<file path="src/rtl/bus_arbiter_mux_if.sv">
// Bus bundle for bus_arbiter_mux: source words, requests, lock, and the arbitrated bus outputs.
interface bus_arbiter_mux_if #(
    parameter int unsigned WIDTH = 32,
    parameter int unsigned NSRC  = 24,
    parameter int unsigned IDXW  = 5
);
    logic [NSRC*WIDTH-1:0] src_data;
    logic [NSRC-1:0]       req;
    logic                  lock;
    logic [WIDTH-1:0]      bus_out;
    logic                  bus_valid;
    logic [NSRC-1:0]       gnt;
    logic [IDXW-1:0]       gnt_idx;
    logic                  timeout;

    modport master (
        output src_data, req, lock,
        input  bus_out, bus_valid, gnt, gnt_idx, timeout
    );

    modport slave (
        input  src_data, req, lock,
        output bus_out, bus_valid, gnt, gnt_idx, timeout
    );
endinterface

</file>
<file path="src/rtl/bus_arbiter_mux.sv">
// Round-robin bus arbiter with registered data mux and burst lock.
// Define BUS_ARB_TIMEOUT_EN to bound locked grants to MAX_HOLD held cycles.
module bus_arbiter_mux #(
    parameter int unsigned WIDTH    = 32,
    parameter int unsigned NSRC     = 24,
    parameter int unsigned IDXW     = 5,
    parameter int unsigned MAX_HOLD = 16
) (
    input logic              clk,
    input logic              clr,
    bus_arbiter_mux_if.slave bus
);
    if (NSRC < 2 || NSRC > 32 || (1 << IDXW) < NSRC || MAX_HOLD < 1) begin : g_bad_params
        $error("bus_arbiter_mux: illegal parameter combination");
    end

    typedef enum logic [0:0] {StIdle, StGrant} state_e;

    state_e           state_q, state_d;
    logic [IDXW-1:0]  ptr_q, ptr_d;
    logic [IDXW-1:0]  idx_q, idx_d;
    logic [NSRC-1:0]  gnt_q, gnt_d;
    logic [WIDTH-1:0] bus_q, bus_d;

    logic             hold;
    logic             force_rel;
    logic [NSRC-1:0]  cand;
    logic [NSRC-1:0]  mask;
    logic [NSRC-1:0]  hi;
    logic             found;
    logic [IDXW-1:0]  win;

    assign hold = (state_q == StGrant) && bus.lock && (|(bus.req & gnt_q));

`ifdef BUS_ARB_TIMEOUT_EN
    localparam int unsigned CNTW = $clog2(MAX_HOLD + 1);

    logic [CNTW-1:0] cnt_q, cnt_d;
    logic            timeout_q;

    assign force_rel = hold && (cnt_q == CNTW'(MAX_HOLD));

    // Counts edges on which a locked grant was kept; any other outcome restarts it.
    always_comb begin
        cnt_d = '0;
        if (hold && !force_rel) begin
            cnt_d = cnt_q + 1'b1;
        end
    end

    always_ff @(posedge clk) begin
        if (clr) begin
            cnt_q     <= '0;
            timeout_q <= 1'b0;
        end else begin
            cnt_q     <= cnt_d;
            timeout_q <= force_rel;
        end
    end

    assign bus.timeout = timeout_q;
`else
    assign force_rel   = 1'b0;
    assign bus.timeout = 1'b0;
`endif

    // A forced release excludes the current holder from the next arbitration.
    assign cand = force_rel ? (bus.req & ~gnt_q) : bus.req;

    always_comb begin
        for (int i = 0; i < NSRC; i++) begin
            mask[i] = (i >= int'(ptr_q));
        end
        hi    = cand & mask;
        found = |cand;
        win   = '0;
        // Lowest requester at or above ptr, else wrap to the lowest overall.
        for (int i = NSRC - 1; i >= 0; i--) begin
            if ((|hi) ? hi[i] : cand[i]) begin
                win = IDXW'(i);
            end
        end
    end

    always_comb begin
        state_d = state_q;
        ptr_d   = ptr_q;
        idx_d   = idx_q;
        gnt_d   = gnt_q;
        bus_d   = '0;
        if (hold && !force_rel) begin
            state_d = StGrant;
        end else if (found) begin
            state_d = StGrant;
            idx_d   = win;
            gnt_d   = NSRC'(1) << win;
            ptr_d   = (win == IDXW'(NSRC - 1)) ? '0 : win + 1'b1;
        end else begin
            state_d = StIdle;
            idx_d   = '0;
            gnt_d   = '0;
        end
        for (int i = 0; i < NSRC; i++) begin
            if (gnt_d[i]) begin
                bus_d = bus.src_data[i*WIDTH +: WIDTH];
            end
        end
    end

    always_ff @(posedge clk) begin
        if (clr) begin
            state_q <= StIdle;
            ptr_q   <= '0;
            idx_q   <= '0;
            gnt_q   <= '0;
            bus_q   <= '0;
        end else begin
            state_q <= state_d;
            ptr_q   <= ptr_d;
            idx_q   <= idx_d;
            gnt_q   <= gnt_d;
            bus_q   <= bus_d;
        end
    end

    assign bus.bus_out   = bus_q;
    assign bus.bus_valid = (state_q == StGrant);
    assign bus.gnt       = gnt_q;
    assign bus.gnt_idx   = idx_q;
endmodule

</file>
<file path="src/flat_wrapper.sv">
// flat-port wrapper written by rule: the top's interface ports become plain ports
module bus_arbiter_mux_flat 
#(
    parameter int unsigned WIDTH    = 32,
    parameter int unsigned NSRC     = 24,
    parameter int unsigned IDXW     = 5,
    parameter int unsigned MAX_HOLD = 16
)
  (clk, clr, bus_src_data, bus_req, bus_lock, bus_bus_out, bus_bus_valid, bus_gnt, bus_gnt_idx, bus_timeout);
  bus_arbiter_mux_if #(.WIDTH(WIDTH), .NSRC(NSRC), .IDXW(IDXW)) bus_i ();
  input logic clk;
  input logic clr;
  input wire logic [$bits(bus_i.src_data)-1:0] bus_src_data;
  input wire logic [$bits(bus_i.req)-1:0] bus_req;
  input wire logic [$bits(bus_i.lock)-1:0] bus_lock;
  output wire logic [$bits(bus_i.bus_out)-1:0] bus_bus_out;
  output wire logic [$bits(bus_i.bus_valid)-1:0] bus_bus_valid;
  output wire logic [$bits(bus_i.gnt)-1:0] bus_gnt;
  output wire logic [$bits(bus_i.gnt_idx)-1:0] bus_gnt_idx;
  output wire logic [$bits(bus_i.timeout)-1:0] bus_timeout;
  assign bus_i.src_data = bus_src_data;
  assign bus_i.req = bus_req;
  assign bus_i.lock = bus_lock;
  assign bus_bus_out = bus_i.bus_out;
  assign bus_bus_valid = bus_i.bus_valid;
  assign bus_gnt = bus_i.gnt;
  assign bus_gnt_idx = bus_i.gnt_idx;
  assign bus_timeout = bus_i.timeout;
  bus_arbiter_mux #(.WIDTH(WIDTH), .NSRC(NSRC), .IDXW(IDXW), .MAX_HOLD(MAX_HOLD)) u_core (.clk(clk), .clr(clr), .bus(bus_i));
endmodule
</file>
<file path="config.mk">
export PLATFORM = sky130hd
export DESIGN_NAME = bus_arbiter_mux_flat
export DESIGN_NICKNAME = d
export VERILOG_FILES = /design/src/rtl/bus_arbiter_mux_if.sv /design/src/rtl/bus_arbiter_mux.sv /design/src/flat_wrapper.sv
export SDC_FILE = /design/constraint.sdc
export NUM_CORES = 1
export LEC_CHECK = 0
export CORE_AREA = 4 4 329 331
export CTS_CLUSTER_SIZE = 8
export DETAILED_ROUTE_END_ITERATION = 10
export DIE_AREA = 0 0 333 335
export PLACE_DENSITY = 0.38
export SETUP_SLACK_MARGIN = 0.15
export SLEW_MARGIN = 20
export SYNTH_ARGS = -nofsm -noshare
export SYNTH_HDL_FRONTEND = slang
export SYNTH_SLANG_ARGS = --single-unit
</file>
<file path="constraint.sdc">
create_clock -name clk -period 7.1 [get_ports clk]
set_input_delay 1.065 -clock clk [delete_from_list [all_inputs] [get_ports clk]]
set_output_delay 1.065 -clock clk [all_outputs]
set_load 0.01 [all_outputs]
</file>
==> impl_metrics.csv, run 1 <==
group,metric,value,unit
finish,post-route-util,23.2,%
timing,min_period_over_period,94.7,%
synth,synthTopCellsByCount,"o21ai_0 (171), clkbuf_1 (135), nand2_1 (135)",
power_and_ir_drop,power_density,308,mW/mm²
timing,worst_hold_slack,0.462,ns
synth,synthCells,1694,
detailed_routing,vias,19678,
clock_tree,h-tree-depth,3,
synth,syn_nets,2495,
synth,synth_edf_count,0,
clock_tree,clkTransAtPathRegs,0.08,ns
power_and_ir_drop,p_comb_share,84.3,%
finish,n_fill_cell,11756,
synth,yosysSeqAreaShare,11.6,%
clock_tree,cts_tree,"built",
floorplanning,coreArea,0.105,mm²
run,cap_violations,0,
synth,async_flop_share,0,%
timing,finalClockSkew,0.0198,ns
detailed_routing,viasPerCell,4.87,
detailed_routing,ant_nets,0,
clock_tree,cts-root-buf,"clkbuf_16",
worst_setup_path,startpoint_type,"primary input",
detailed_routing,highest_layer,"met5",
detailed_routing,drtPass1Iterations,5,
global_routing,grtUsageTotal,22.5,%
power_and_ir_drop,p_sw,3.89,mW
power_and_ir_drop,total_power,7.50,mW
worst_setup_path,path_cells,"clkdlybuf4s50_1, nor2_1, nor2_1, o31a_1, or3_4, nor2_2, buf_4, o22ai_1, o21ai_0, a311oi_2, o21ai_0, a31oi_2, a211o_1, buf_4, ha_1, and2_1, buf_12, inv_1, o31ai_4, or3_2, buf_12, o221ai_1, o32a_2, o31ai_2",
placement,post-place-cells,3994,
floorplanning,initial_core_util,11.0,%
detailed_routing,wl_met2,65000,µm
timing,hold_viol,0,
finish,syn_to_final_growth,110,%
floorplanning,row_count,119,
clock_tree,cts_buffer_depth,2,
worst_setup_path,cp_num_buf_inv,6,
power_and_ir_drop,swShare,51.9,%
synth,synth_top_cell_area_share,11.6,%
worst_setup_path,critPathRequiredTime,7.37,ns
detailed_routing,post_drt_wl_per_cell,32.8,µm
global_routing,antenna_found_initial,45,
clock_tree,clock_sinks,67,
timing,finalMaxSlewViolations,0,
detailed_routing,drt-met1-wl,55100,µm
floorplanning,ios,858,
power_and_ir_drop,pwr-share-clk,7.9,%
finish,layout.cells.non_filler,4044,
placement,port-buffer-count,856,
synth,synth-main-ff-cell,"dfxtp_1",
timing,rsz0062_at_grt,"false",
synth,yosysWarnings,0,
global_routing,grt_pass1_wl,176000,µm
timing,fmax,149,MHz
finish,drive_gt1_share,15.5,%
synth,yosysMostFrequentCell,"o21ai_0",
worst_setup_path,cp_max_fo,16,
worst_setup_path,critPathCaptureType,"register",
placement,place.gp.congestion,0.923,
global_routing,grt_max_degree,42,
power_and_ir_drop,power_frac_seq,7.8,%
synth,ys_ff_latch,67,
floorplanning,dieWidth,333,µm
power_and_ir_drop,p_leak,8.28,nW
synth,synth_area_per_cell,6.83,µm²
synth,yosys.area.top_type,"dfxtp_1",
detailed_routing,wl,133000,µm
detailed_routing,drc_errors,0,
timing,max_slew_margin,35.3,%
clock_tree,clk_latency,0.40,ns
synth,yosys-top-cells-area,"dfxtp_1 (12%), o21ai_0 (7.4%), o221ai_1 (7.3%)",
floorplanning,die_h,335,µm
floorplanning,die_area,0.112,mm²
worst_setup_path,crit_type,"primary input to register",
worst_setup_path,crit_slowest_cell,"or3_2",
clock_tree,cts_buffers,9,
finish,layout.nets,3421,
global_routing,grt_pass1_vias,20374,
worst_setup_path,crit_arrival,6.99,ns
power_and_ir_drop,peakVddDrop,0.000195,V
timing,tightest_slew,0.968,ns
status,outcome,"finished, final reports clean",
hold_path,hold_class,"register to register",
placement,dp_slack,-0.616,ns
detailed_routing,wl_met3,10200,µm
power_and_ir_drop,p_int,3.61,mW
synth,ys_types,86,
timing,min_period,6.72,ns
placement,hpwlAfterDp,111000,µm
synth,syn_area,0.0116,mm²
global_routing,grt_overflow_total,0,
worst_setup_path,crit_family,"compound AO/OA/AOI/OAI gates",
timing,worst_slack,0.378,ns
timing,setup_viol,0,
detailed_routing,drt_iter0_drc,1893,
worst_setup_path,cpPeakStageDelay,0.60,ns
==> power by group through the flow <==
stage / sequential, mW / clock (mW) / combinational, mW
2_1_floorplan: 0.551 / 0 / 2.44
3_3_place_gp: 0.592 / 0 / 6.23
3_5_place_dp: 0.584 / 0 / 6.21
4_1_cts: 0.578 / 0.615 / 6.27
5_1_grt: 0.588 / 0.616 / 6.70
6_report: 0.583 / 0.593 / 6.32
==> layout make-up <==
cell class / count / area [µm²] / area share (%)
antenna: 28 / 70.1 / 0.288
clock buffer: 9 / 225 / 0.925
clock inverter: 7 / 121 / 0.499
inverter: 16 / 60.1 / 0.247
multi-input combinational: 1404 / 9650 / 39.6
sequential: 67 / 1340 / 5.52
tap: 1391 / 1740 / 7.15
timing repair buffer: 1122 / 11100 / 45.7
==> flip-flops by register name, indices dropped and copies added, names as in the netlist <==
register              flops
u_core.bus.bus_out       32
u_core.bus.bus_valid      1
u_core.bus.gnt           24
u_core.bus.gnt_idx        5
u_core.ptr_q              5
==> layout by cell type, fill, tap and decap left out, types with 38 or more instances in the layout <==
cell,n
clkdlybuf4s50_1,856
buf_4,220
o21ai_0,165
nand2_1,132
nor2_1,119
o221ai_1,97
a21oi_1,92
nand3_1,75
o22ai_1,68
dfxtp_1,66
a221oi_1,54
buf_12,45
and3_1,38
nor2b_1,38
==> cells by family (layout without fill, tap and decap cells) <==
group | count (synthesis) | in the layout | synth area share [%]
compound gates | 842 | 842 | 55.4
fa+ha+maj | 6 | 6 | 0.649
buf+inv | 223 | 1154 | 8.56
flops | 67 | 67 | 11.6
other cells | 1 | 29 | 0.0324
simple gates | 555 | 555 | 23.7
==> final timing paths <==
path                            depth (start not counted)                endpoint                   from  slack (ns)
worst max-delay path                                   24  u_core.bus.bus_out[17]             bus_req[2]        0.38
worst min-delay path                                    2   u_core.bus.gnt_idx[3]  u_core.bus.gnt_idx[3]        0.46
worst min register to register                          2   u_core.bus.gnt_idx[3]  u_core.bus.gnt_idx[3]        0.46
worst max register to register                         23  u_core.bus.bus_out[17]        u_core.ptr_q[2]        0.49
==> per-stage QoR <==
step / instance area (µm²) / TNS, ns
floorplan: 11600 / 0
global placement: 23800 / -3.12
detailed placement: 23800 / -4.18
CTS: 24200 / 0
global route: 24300 / 0
finish: 24300 / 0
==> layer usage <==
| metal | track usage (%) | up-vias |
|---|---|---|
| met5 | 0 | - |
| met4 | 5.17 | 16 |
| met3 | 5.48 | 134 |
| met2 | 38.7 | 1004 |
| met1 | 28.3 | 9719 |
| li1 | - | 8805 |
==> worst reg2reg max path, stage by stage, from the launching register on <==
cell      delay [ns]
dfxtp_1         0.78
o21ai_2         0.24
a32oi_1         0.47
nor4b_2         0.32
and4b_2         0.34
nand2_1         0.09
buf_4           0.16
o221ai_1        0.19
a22oi_2         0.10
a311oi_2        0.31
o21ai_0         0.20
a31oi_2         0.27
a211o_1         0.19
buf_4           0.15
ha_1            0.25
and2_1          0.23
buf_12          0.14
inv_1           0.07
o31ai_4         0.29
buf_4           0.37
or3_1           0.20
o221ai_1        0.26
o32a_2          0.53
o31ai_2         0.34
==> what timing repair did <==
item                       in CTS  in global routing
hold endpoints to repair        0                  0
setup buffers                   2                  4
setup endpoints to repair       6                 20
resized for setup               5                 25
hold buffers                    0                  0
pin swaps                       1                  2
(Power assumes the default switching activity.)
==> run 2: changes to the inputs <==
--- a/config.mk
+++ b/config.mk
@@ -5,11 +5,12 @@
 export SDC_FILE = /design/constraint.sdc
 export NUM_CORES = 1
 export LEC_CHECK = 0
-export CORE_AREA = 4 4 329 331
+export CORE_AREA = 5 5 330 332
 export CTS_CLUSTER_SIZE = 8
 export DETAILED_ROUTE_END_ITERATION = 10
-export DIE_AREA = 0 0 333 335
+export DIE_AREA = 0 0 335 337
 export PLACE_DENSITY = 0.38
+export RECOVER_POWER = 100
 export SETUP_SLACK_MARGIN = 0.15
 export SLEW_MARGIN = 20
 export SYNTH_ARGS = -nofsm -noshare
==> run 2 against run 1 <==
The run now ends with max-capacitance violations, max-slew violations left; critical path type unchanged; power is 5.7% lower; routed wire length fell by 1.7%; final cell count shrank 0.59%; via count fell by 0.96%.
==> impl_metrics.csv, run 2 (synthesis gave the netlist of run 1 again) <==
group,metric,value,unit
floorplanning,initial_core_util,10.9,%
worst_setup_path,crit_family,"compound AO/OA/AOI/OAI gates",
finish,layout.cells.non_filler,4020,
worst_setup_path,critPathCaptureType,"register",
finish,layout_commonest_cell,"clkdlybuf4s50_1",
detailed_routing,wl,131000,µm
placement,dpl-instance-area,0.0235,mm²
power_and_ir_drop,p_comb_share,84.2,%
worst_setup_path,crit_slowest_cell,"clkdlybuf4s50_1",
floorplanning,dieWidth,335,µm
timing,tns,0,ns
clock_tree,clk_latency,0.40,ns
detailed_routing,post_drt_wl_per_cell,32.5,µm
finish,layout.nets,3387,
timing,finalClockSkew,0.0160,ns
worst_setup_path,startpoint_type,"primary input",
finish,syn_to_final_growth,106,%
timing,tightest_slew,2.26,ns
placement,place.gp.congestion,0.966,
detailed_routing,viasPerCell,4.85,
timing,worst_hold_slack,0.455,ns
finish,drive_gt1_share,13.4,%
worst_setup_path,crit_top_cell,"buf_4",
clock_tree,clock_sinks,67,
worst_setup_path,crit_arrival,6.97,ns
timing,fmax,150,MHz
power_and_ir_drop,p_sw,3.72,mW
finish,layout_common_cells,"clkdlybuf4s50_1 (795), buf_4 (177), o21ai_0 (164), nand2_1 (132), nor2_1 (121)",
status,outcome,"complete, but fails checks",
floorplanning,die_h,337,µm
run,cap_violations,1,
power_and_ir_drop,power_density,297,mW/mm²
power_and_ir_drop,total_power,7.07,mW
power_and_ir_drop,p_int,3.35,mW
worst_setup_path,crit_type,"primary input to register",
global_routing,grt_pass1_vias,19856,
floorplanning,row_count,120,
status,violations,"max-capacitance violations, max-slew violations",
clock_tree,cts_tree,"built",
timing,setup_viol,0,
timing,min_period_over_period,93.6,%
power_and_ir_drop,pwr-share-clk,7.4,%
timing,max_slew_margin,-51.0,%
global_routing,grt_pass1_wl,170000,µm
hold_path,hold_class,"register to register",
worst_setup_path,cpPeakStageDelay,0.50,ns
clock_tree,cts-root-buf,"clkbuf_16",
placement,port-buffer-count,856,
finish,largest_reg_flops,32,
detailed_routing,vias,19490,
power_and_ir_drop,peakVddDrop,0.000124,V
worst_setup_path,critPathRequiredTime,7.42,ns
floorplanning,coreArea,0.106,mm²
detailed_routing,drtPass1Iterations,7,
detailed_routing,drt_iter0_drc,1729,
clock_tree,cts_buffer_depth,2,
clock_tree,ctsHoldBuffers,0,
floorplanning,die_area,0.113,mm²
global_routing,grt_max_degree,50,
placement,hpwlAfterDp,110000,µm
clock_tree,clkTransAtPathRegs,0.07,ns
global_routing,grt_overflow_total,0,
timing,hold_viol,0,
global_routing,grtUsageTotal,21.6,%
detailed_routing,ant_nets,0,
timing,min_period,6.65,ns
worst_setup_path,cp_num_buf_inv,7,
global_routing,antenna_found_initial,57,
worst_setup_path,cp_max_fo,25,
detailed_routing,drc_errors,0,
power_and_ir_drop,power_frac_seq,8.3,%
timing,finalMaxSlewViolations,34,
clock_tree,cts_buffers,9,
finish,final_area,0.0238,mm²
power_and_ir_drop,swShare,52.6,%
floorplanning,ios,858,
power_and_ir_drop,p_leak,8.15,nW
timing,rsz0062_at_grt,"true",
clock_tree,h-tree-depth,3,
placement,post-place-cells,3978,
==> run 2: cell count changes in the layout (fill, tap and decap cells not counted), sizes merged <==
| cell | change |
|---|---|
| inv | -1 |
| diode | -2 |
| clkbuf | +17 |
| dlygate4sd3 | +61 |
| clkdlybuf4s50 | -61 |
| bufinv | -2 |
| buf | -50 |
| clkinvlp | +2 |
==> run 2: final cells by class <==
class	instances	area, µm²
Antenna cell	26	65.1
Tap cell	1403	1760
Clock buffer	10	239
Fill cell	11913	82200
Clock inverter	6	71.3
Timing Repair Buffer	1088	10700
Inverter	16	60.1
Sequential cell	67	1340
Multi-Input combinational cell	1404	9550
==> run 2: tightest hold or removal path, cell delays in order, from the launching register on <==
cell and delay (ns):
dfxtp_1 0.31, nand2_1 0.05, a21oi_1 0.05
==> run 2: worst paths after layout <==
check                        start                    end  slack [ns]  depth (start not counted)
max                    bus_req[17]  u_core.bus.bus_out[4]        0.45                         27
min          u_core.bus.gnt_idx[3]  u_core.bus.gnt_idx[3]        0.46                          2
max reg2reg        u_core.ptr_q[3]  u_core.bus.bus_out[4]        0.58                         27
min reg2reg  u_core.bus.gnt_idx[3]  u_core.bus.gnt_idx[3]        0.46                          2
==> run 2: per-stage QoR <==
| stage | util (%) | worst slack, ns |
|---|---|---|
| detailed placement | 22.2 | -0.155 |
| global placement | 22.2 | -0.121 |
| finish | 22.5 | 0.452 |
| CTS | 22.5 | 0.242 |
| global route | 22.4 | 0.0663 |
| floorplan | - | 1.41 |
==> run 2: repair_timing <==
| item | CTS | global route |
|---|---|---|
| setup buffers | 0 | 0 |
| gates resized for setup | 0 | 23 |
| endpoints found under the setup margin | 0 | 22 |
==> run 2: routing by layer <==
metal / part of all wire, % / track usage (%)
met5: 0.11 / 0
met4: 2.8 / 6.48
met3: 9.0 / 5.49
met2: 48 / 36.5
met1: 40 / 27.0
==> run 2: power by group through the flow <==
stage	Sequential, mW	Clock (mW)	Combinational (mW)
after floorplan	0.551	0	2.44
after global placement	0.598	0	6.04
after detailed placement	0.593	0	6.01
after CTS	0.587	0.542	6.05
after global routing	0.591	0.544	6.36
final	0.587	0.526	5.96
